File: config.mk
export PLATFORM = sky130hd
export DESIGN_NAME = instr_fetch_buffer
export DESIGN_NICKNAME = d
export VERILOG_FILES = /design/src/rtl/instr_fetch_buffer.sv
export SDC_FILE = /design/constraint.sdc
export NUM_CORES = 1
export LEC_CHECK = 0
export BUFFER_PORTS_ARGS = -buffer_cell sky130_fd_sc_hd__clkbuf_2
export CAP_MARGIN = 25
export CORE_AREA = 2 2 113 115
export DETAILED_ROUTE_END_ITERATION = 10
export DIE_AREA = 0 0 115 117
export HOLD_SLACK_MARGIN = 0.08
export MAX_ROUTING_LAYER = met4
export PLACE_DENSITY = 0.66
export SYNTH_ARGS = -nofsm -noshare
export SYNTH_HDL_FRONTEND = slang
export SYNTH_SLANG_ARGS = --single-unit
File: constraint.sdc
create_clock -name clk -period 2.7 [get_ports clk]
set_clock_uncertainty 0.2 [all_clocks]
set_input_delay 0.135 -clock clk [delete_from_list [all_inputs] [get_ports clk]]
set_output_delay 0.135 -clock clk [all_outputs]
set_load 0.05 [all_outputs]
File: src/rtl/instr_fetch_buffer.sv
// Instruction fetch buffer: a registered FIFO between fetch and decode.
// Supports flush on branch redirect and a sticky flag for pushes lost to a flush.
module instr_fetch_buffer #(
  parameter int unsigned WIDTH = 32,
  parameter int unsigned DEPTH = 4
) (
  input  logic                     clk,
  input  logic                     reset,
  input  logic                     in_valid,
  input  logic [WIDTH-1:0]         in_instr,
  output logic                     in_ready,
  output logic                     out_valid,
  output logic [WIDTH-1:0]         out_instr,
  input  logic                     out_ready,
  input  logic                     flush,
  output logic [$clog2(DEPTH):0]   count,
  output logic                     overrun
);

  localparam int unsigned AW = $clog2(DEPTH);
  localparam int unsigned CW = AW + 1;

  logic [WIDTH-1:0] mem [DEPTH];
  logic [AW-1:0]    rd_ptr;
  logic [AW-1:0]    wr_ptr;
  logic             push;
  logic             pop;

  // Handshake status is derived only from the registered occupancy.
  assign in_ready  = (count != CW'(DEPTH));
  assign out_valid = (count != '0);
  assign out_instr = out_valid ? mem[rd_ptr] : '0;

  assign push = in_valid && in_ready && !flush;
  assign pop  = out_valid && out_ready && !flush;

  // Pointers, occupancy and the sticky overrun flag.
  always_ff @(posedge clk) begin
    if (reset) begin
      rd_ptr  <= '0;
      wr_ptr  <= '0;
      count   <= '0;
      overrun <= 1'b0;
    end else if (flush) begin
      rd_ptr <= '0;
      wr_ptr <= '0;
      count  <= '0;
      if (in_valid && in_ready) begin
        overrun <= 1'b1;
      end
    end else begin
      if (push) begin
        wr_ptr <= wr_ptr + AW'(1);
      end
      if (pop) begin
        rd_ptr <= rd_ptr + AW'(1);
      end
      case ({push, pop})
        2'b10:   count <= count + CW'(1);
        2'b01:   count <= count - CW'(1);
        default: count <= count;
      endcase
    end
  end

  // Storage is never cleared; pointers alone define which entries are live.
  always_ff @(posedge clk) begin
    if (push && !reset) begin
      mem[wr_ptr] <= in_instr;
    end
  end

endmodule

After elaboration in Yosys (flattened, before gate mapping)
Memories as Yosys holds them, arrays and structs flattened. A register that Yosys moved wholly into a read port is not among the register bits.
Cells that the tools add are included.
- $add $sub $neg: 4
- equality and inequality tests: 3
- reductions and logical operators: 11
- muxes and demuxes: 6
- operators by type and width (operator ; number):
    $mux W32 ; 1
    $pmux W3 S2 ; 1
    $logic_and A1 B1 Y1 ; 5
    $add A2 B1 Y2 const B ; 2
    $mux W2 ; 2
    $add A3 B1 Y3 const B ; 1
    $ne A3 B3 Y1 const B ; 1
    $reduce_bool A3 Y1 ; 1
    $sub A3 B1 Y3 const B ; 1
    $eq A2 B1 Y1 const B ; 1
    $eq A2 B2 Y1 const B ; 1
    $logic_not A1 Y1 ; 2
    $mux W1 ; 2
    $reduce_and A2 Y1 ; 1
    $reduce_bool A2 Y1 ; 1
    $reduce_or A2 Y1 ; 1
- memory bits (writable): 128
- register bits after elaboration: 8
- logic and storage cells: 29
- memories: 1
- memories (memory ; words ; width ; read ports ; clocked after Yosys merged registers in ; wr ports ; line ; source):
    mem ; 4 ; 32 ; 1 ; 1 ; 1 ; 23 ; logic [WIDTH-1:0] mem [DEPTH];

Depth between registers and ports, before layout
- word-level depth: 6
- gate-level depth with buffers: 10
- gate-level depth less buffers: 9

Worst setup path before layout
Ideal clock, no wire load.
- kind: register to register
- start: register count[2]
- end: register count[2]
- period minus slack after synthesis: 3.157 ns
- required time: 2.430 ns
- slack: -0.457 ns
- buffers on the path: 1
- data arrival time: 2.887 ns
- cell stages (with the launch flop): 11
- cells stage by stage: dfxtp_1 -> or3b_1 -> buf_2 -> and2_4 -> or2b_1 -> ha_1 -> inv_1 -> fa_1 -> xor2_1 -> or3_2 -> a21oi_1
- word-level cells in the longest chain between the ends: 5
- elaborated cells between the ends (all ways): 12
- classes of those cells: 2 x add/sub; 3 x eq/ne; 1 x mux; 6 x reduce/logical
- RTL lines (element ; line ; source):
    start: declaration ; 16 ; output logic [$clog2(DEPTH):0] count,
    start signal: assignment ; 59 ; 2'b10: count <= count + CW'(1);
    start signal: assignment ; 60 ; 2'b01: count <= count - CW'(1);
    start signal: assignment ; 61 ; default: count <= count;
    $ne A3 B3 Y1 * ; 30 ; assign in_ready = (count != CW'(DEPTH));
    named net in_ready ; 11 ; output logic in_ready,
    $logic_and A1 B1 Y1 * (2 in series) ; 34 ; assign push = in_valid && in_ready && !flush;
    $eq A2 B1 Y1 / $eq A2 B2 Y1 (equally long branches) ; 58 ; case ({push, pop})
    $pmux W3 S2 / $reduce_bool A2 Y1 (equally long branches) ; -- ;
Mark *: on every way through the listed nets, which the timed path passes. The rest lies on a longest branch.
A chain may end at the register's enable or synchronous reset.

Final worst setup path
- start: register count[0]
- end: register count[2]
- word-level cells in the longest chain between the ends: 5
- elaborated cells between the ends (all ways): 12
- classes of those cells: 2 x add/sub; 3 x eq/ne; 1 x mux; 6 x reduce/logical
- RTL lines (element ; line):
    $ne A3 B3 Y1 / $reduce_bool A3 Y1 (equally long branches) ; 30, 31
    $logic_and A1 B1 Y1, on equally long branches (2 in series) ; 34, 35
    $eq A2 B1 Y1 / $eq A2 B2 Y1 (equally long branches) ; 58
    $pmux W3 S2 / $reduce_bool A2 Y1 (equally long branches) ; --
Several ways; a longest one is shown, not always the timed one.

==> results_dict.tcl <==
set metrics [dict create \
    worstPathRequired_ps 2840 \
    ys_warn_count 0 \
    crit_end "count[2]" \
    synth_cell_types 27 \
    min_path_type "input pin to register" \
    r2r-end "count[2]" \
    instances_no_fill 551 \
    swShare 0.203 \
    grt_overflow_total 0 \
    via_count 2767 \
    avgSynthCellArea_um2 20.5 \
    grt_use_total 0.165 \
    startpoint "count[0]" \
    die-width_um 115 \
    clk_pin_slew_ps 60 \
    synth_top_area_frac 0.717 \
    placed_cells 480 \
    pwr-share-clk 0.464 \
    rows 41 \
    die_h_um 117 \
    max_cap_viol_count 0 \
    internal-power_mw 3.89 \
    worstSkewPairLatency_ps 410 \
    outcome "finished, final reports clean" \
    path_class "register to register" \
    seq_power_share 0.485 \
    place_congestion 0.716 \
    final_cell_area_mm2 0.00691 \
    reg2reg_depth 9 \
    cts-root-buf "clkbuf_16" \
    vdd_drop_max_v 0.000370 \
    drv_slew 0 \
    netlist_area_mm2 0.00536 \
    p_sw_uw 990 \
    drt_iter0_markers 153 \
    num_antenna_cells 0 \
    clock.fmax_ghz 0.385 \
    maxSlewHeadroom 0.392 \
    min_period_ps 2600 \
    synthToLayoutAreaGrowth_pct 28.9 \
    routed_wl_um 9810 \
    drive_above_1_share 0.394 \
    numCtsBuffers 17 \
    cp_max_fo 7 \
    die_area_mm2 0.0135 \
    place_area_mm2 0.00594 \
    comb_power_share 0.051 \
    start_util 0.435 \
    synthCells 261 \
    p_total_mw 4.88 \
    synth_fp_nets 304 \
    rr_startpoint "count[0]" \
    fin_nets 431 \
    synth_top_cell_by_area "edfxtp_1" \
    ys_top_cells_by_area "edfxtp_1 72%, mux4_2 13%, dfxtp_1 3.7%, nor2b_1 3.7%, ha_1 1.2%" \
    p_leak_nw 2.39 \
    drc 0 \
    htree_levels 4 \
    fillerInstances 998 \
    cts_tree "done" \
    worst_pin_slew_ps 912 \
    synth_flop_cell "edfxtp_1" \
    endpoint_kind "register" \
    power_density_mw_per_mm2 706 \
    post_cts_buffers 0 \
    hpwl_um 5640 \
    cts.sinks 138 \
    synth-seq-area-share 0.754 \
    ctsLongestPathBuffers 2 \
    async_flop_share 0 \
    drt_pass1_iterations 4 \
    core_mm2 0.0123 \
    hold_viol 0 \
    ios 75 \
    synth_edf_count 128 \
    cp-start-kind "register" \
    rrSetupSlack_ps 100 \
    grt_pass1_vias 2942 \
    ys_seq_elements 138 \
    fin_crit_sh 0.962 \
    grt_max_degree 33 \
    finalSetupViolations 0 \
    via_per_inst 5.02 \
    routedWlPerCell_um 17.8 \
    grt_antenna_before_repair 0 \
    crit_arrival_ps 2740 \
    grt_pass1_wl_um 15400 \
    port-buffer-count 74 \
    ant_nets 0 \
]
synth_stat cells (2+ instances only):
cell type	n
mux4_2	32
buf_2	5
edfxtp_1	128
dfxtp_1	10
a21oi_1	3
inv_1	6
xor2_1	3
nand2_1	2
ha_1	5
buf_6	3
clkbuf_1	4
nor2b_1	32
nor2_1	8
nand4_1	2
and3_2	4
o21ai_0	3
power groups by stage:
stage / clock, mW / sequential, mW / combinational [mW]
after floorplan: 0 / 2.42 / 0.121
after global placement: 0 / 2.41 / 0.205
after detailed placement: 0 / 2.41 / 0.210
after CTS: 2.31 / 2.37 / 0.255
after global routing: 2.39 / 2.37 / 0.271
final: 2.27 / 2.37 / 0.251
logic make-up after synthesis:
kind of cell               after synthesis  share of synthesized area
AOI/OAI and AO/OA                        9                     0.0105
DFF                                    138                      0.754
xor gates and xnor gates                 3                    0.00490
and+or+nand+nor                         55                     0.0625
adders and majority gates                6                     0.0154
muxes                                   32                      0.134
buffers and inverters                   18                     0.0180
metrics by stage:
stage | worst slack (ps) | setup TNS [ps] | util | hold WS (ps)
finish | 101 | 0 | 0.561 | 282
global route | -11.6 | -11.6 | 0.561 | 274
CTS | 92.8 | 0 | 0.561 | 268
detailed placement | 108 | 0 | 0.482 | 134
global placement | 192 | 0 | 0.482 | 124
floorplan | -1.88 | -1.88 | - | 7.38
registers in the layout, indices dropped and copies added, names as in the netlist, named ones only:
register	flops
wr_ptr	2
rd_ptr	2
overrun	1
mem	128
count	3
area by class of cell:
cell class	instances	area, µm²	share of cell area
clock buffers	17	425	0.0615
clock inverters	15	156	0.0226
inverters	6	22.5	0.00326
multi-input cells	105	1240	0.179
flip-flops and latches	138	4060	0.587
well taps	150	188	0.0271
repair buffers	120	826	0.119
metal layers:
layer | up-vias | GRT usage | routed length (µm)
met1 | 1399 | 0.192 | 4220
li1 | 1288 | - | -
met2 | 68 | 0.276 | 5060
met3 | 12 | 0.0499 | 432
met4 | 0 | 0.0578 | 102
met5 | - | - | 0
critical path, cell delays in order (launching register included):
cell and delay [ps]:
dfxtp_4 370, or3b_1 410, and2_4 180, or2b_1 150
ha_2 180, inv_2 40, fa_2 350, xor2_1 180
or3_4 340, a21oi_2 130
layout by cell type, fill, tap and decap left out, types with 2 or more instances in the layout:
master | Yosys | final
edfxtp_1 | 128 | 128
clkbuf_2 | 0 | 74
dlygate4sd3_1 | 0 | 39
mux4_2 | 32 | 32
nor2b_1 | 32 | 32
clkbuf_16 | 0 | 17
nor2_1 | 8 | 8
buf_4 | 0 | 6
inv_1 | 6 | 5
clkinv_1 | 0 | 5
dfxtp_1 | 10 | 5
and3_2 | 4 | 4
ha_1 | 5 | 4
o21ai_0 | 3 | 3
xor2_1 | 3 | 3
dfxtp_2 | 0 | 3
bufinv_16 | 0 | 3
clkinv_2 | 0 | 3
nand2_1 | 2 | 2
nand4_1 | 2 | 2
a21oi_1 | 3 | 2
clkinvlp_4 | 0 | 2
dfxtp_4 | 0 | 2
worst min path at each step:
| stage | start | endpoint | slack [ps] | cells past startpoint |
|---|---|---|---|---|
| 6_report | in_instr[10] | mem[0][10] | 280 | 2 |
| 3_3_place_gp | reset | overrun | 120 | 2 |
| 3_5_place_dp | reset | overrun | 130 | 2 |
| 4_1_cts | in_instr[1] | mem[1][1] | 270 | 2 |
| 2_1_floorplan | reset | overrun | 7 | 1 |
| 5_1_grt | in_instr[5] | mem[2][5] | 270 | 2 |
repair_timing:
action / 4_1_cts / 5_1_grt
hold buffers: 39 / 0
hold endpoints to repair: 138 / 0
setup endpoints to repair: 0 / 1
gates resized for setup: 0 / 1
Power figures use the tool's default switching activity.
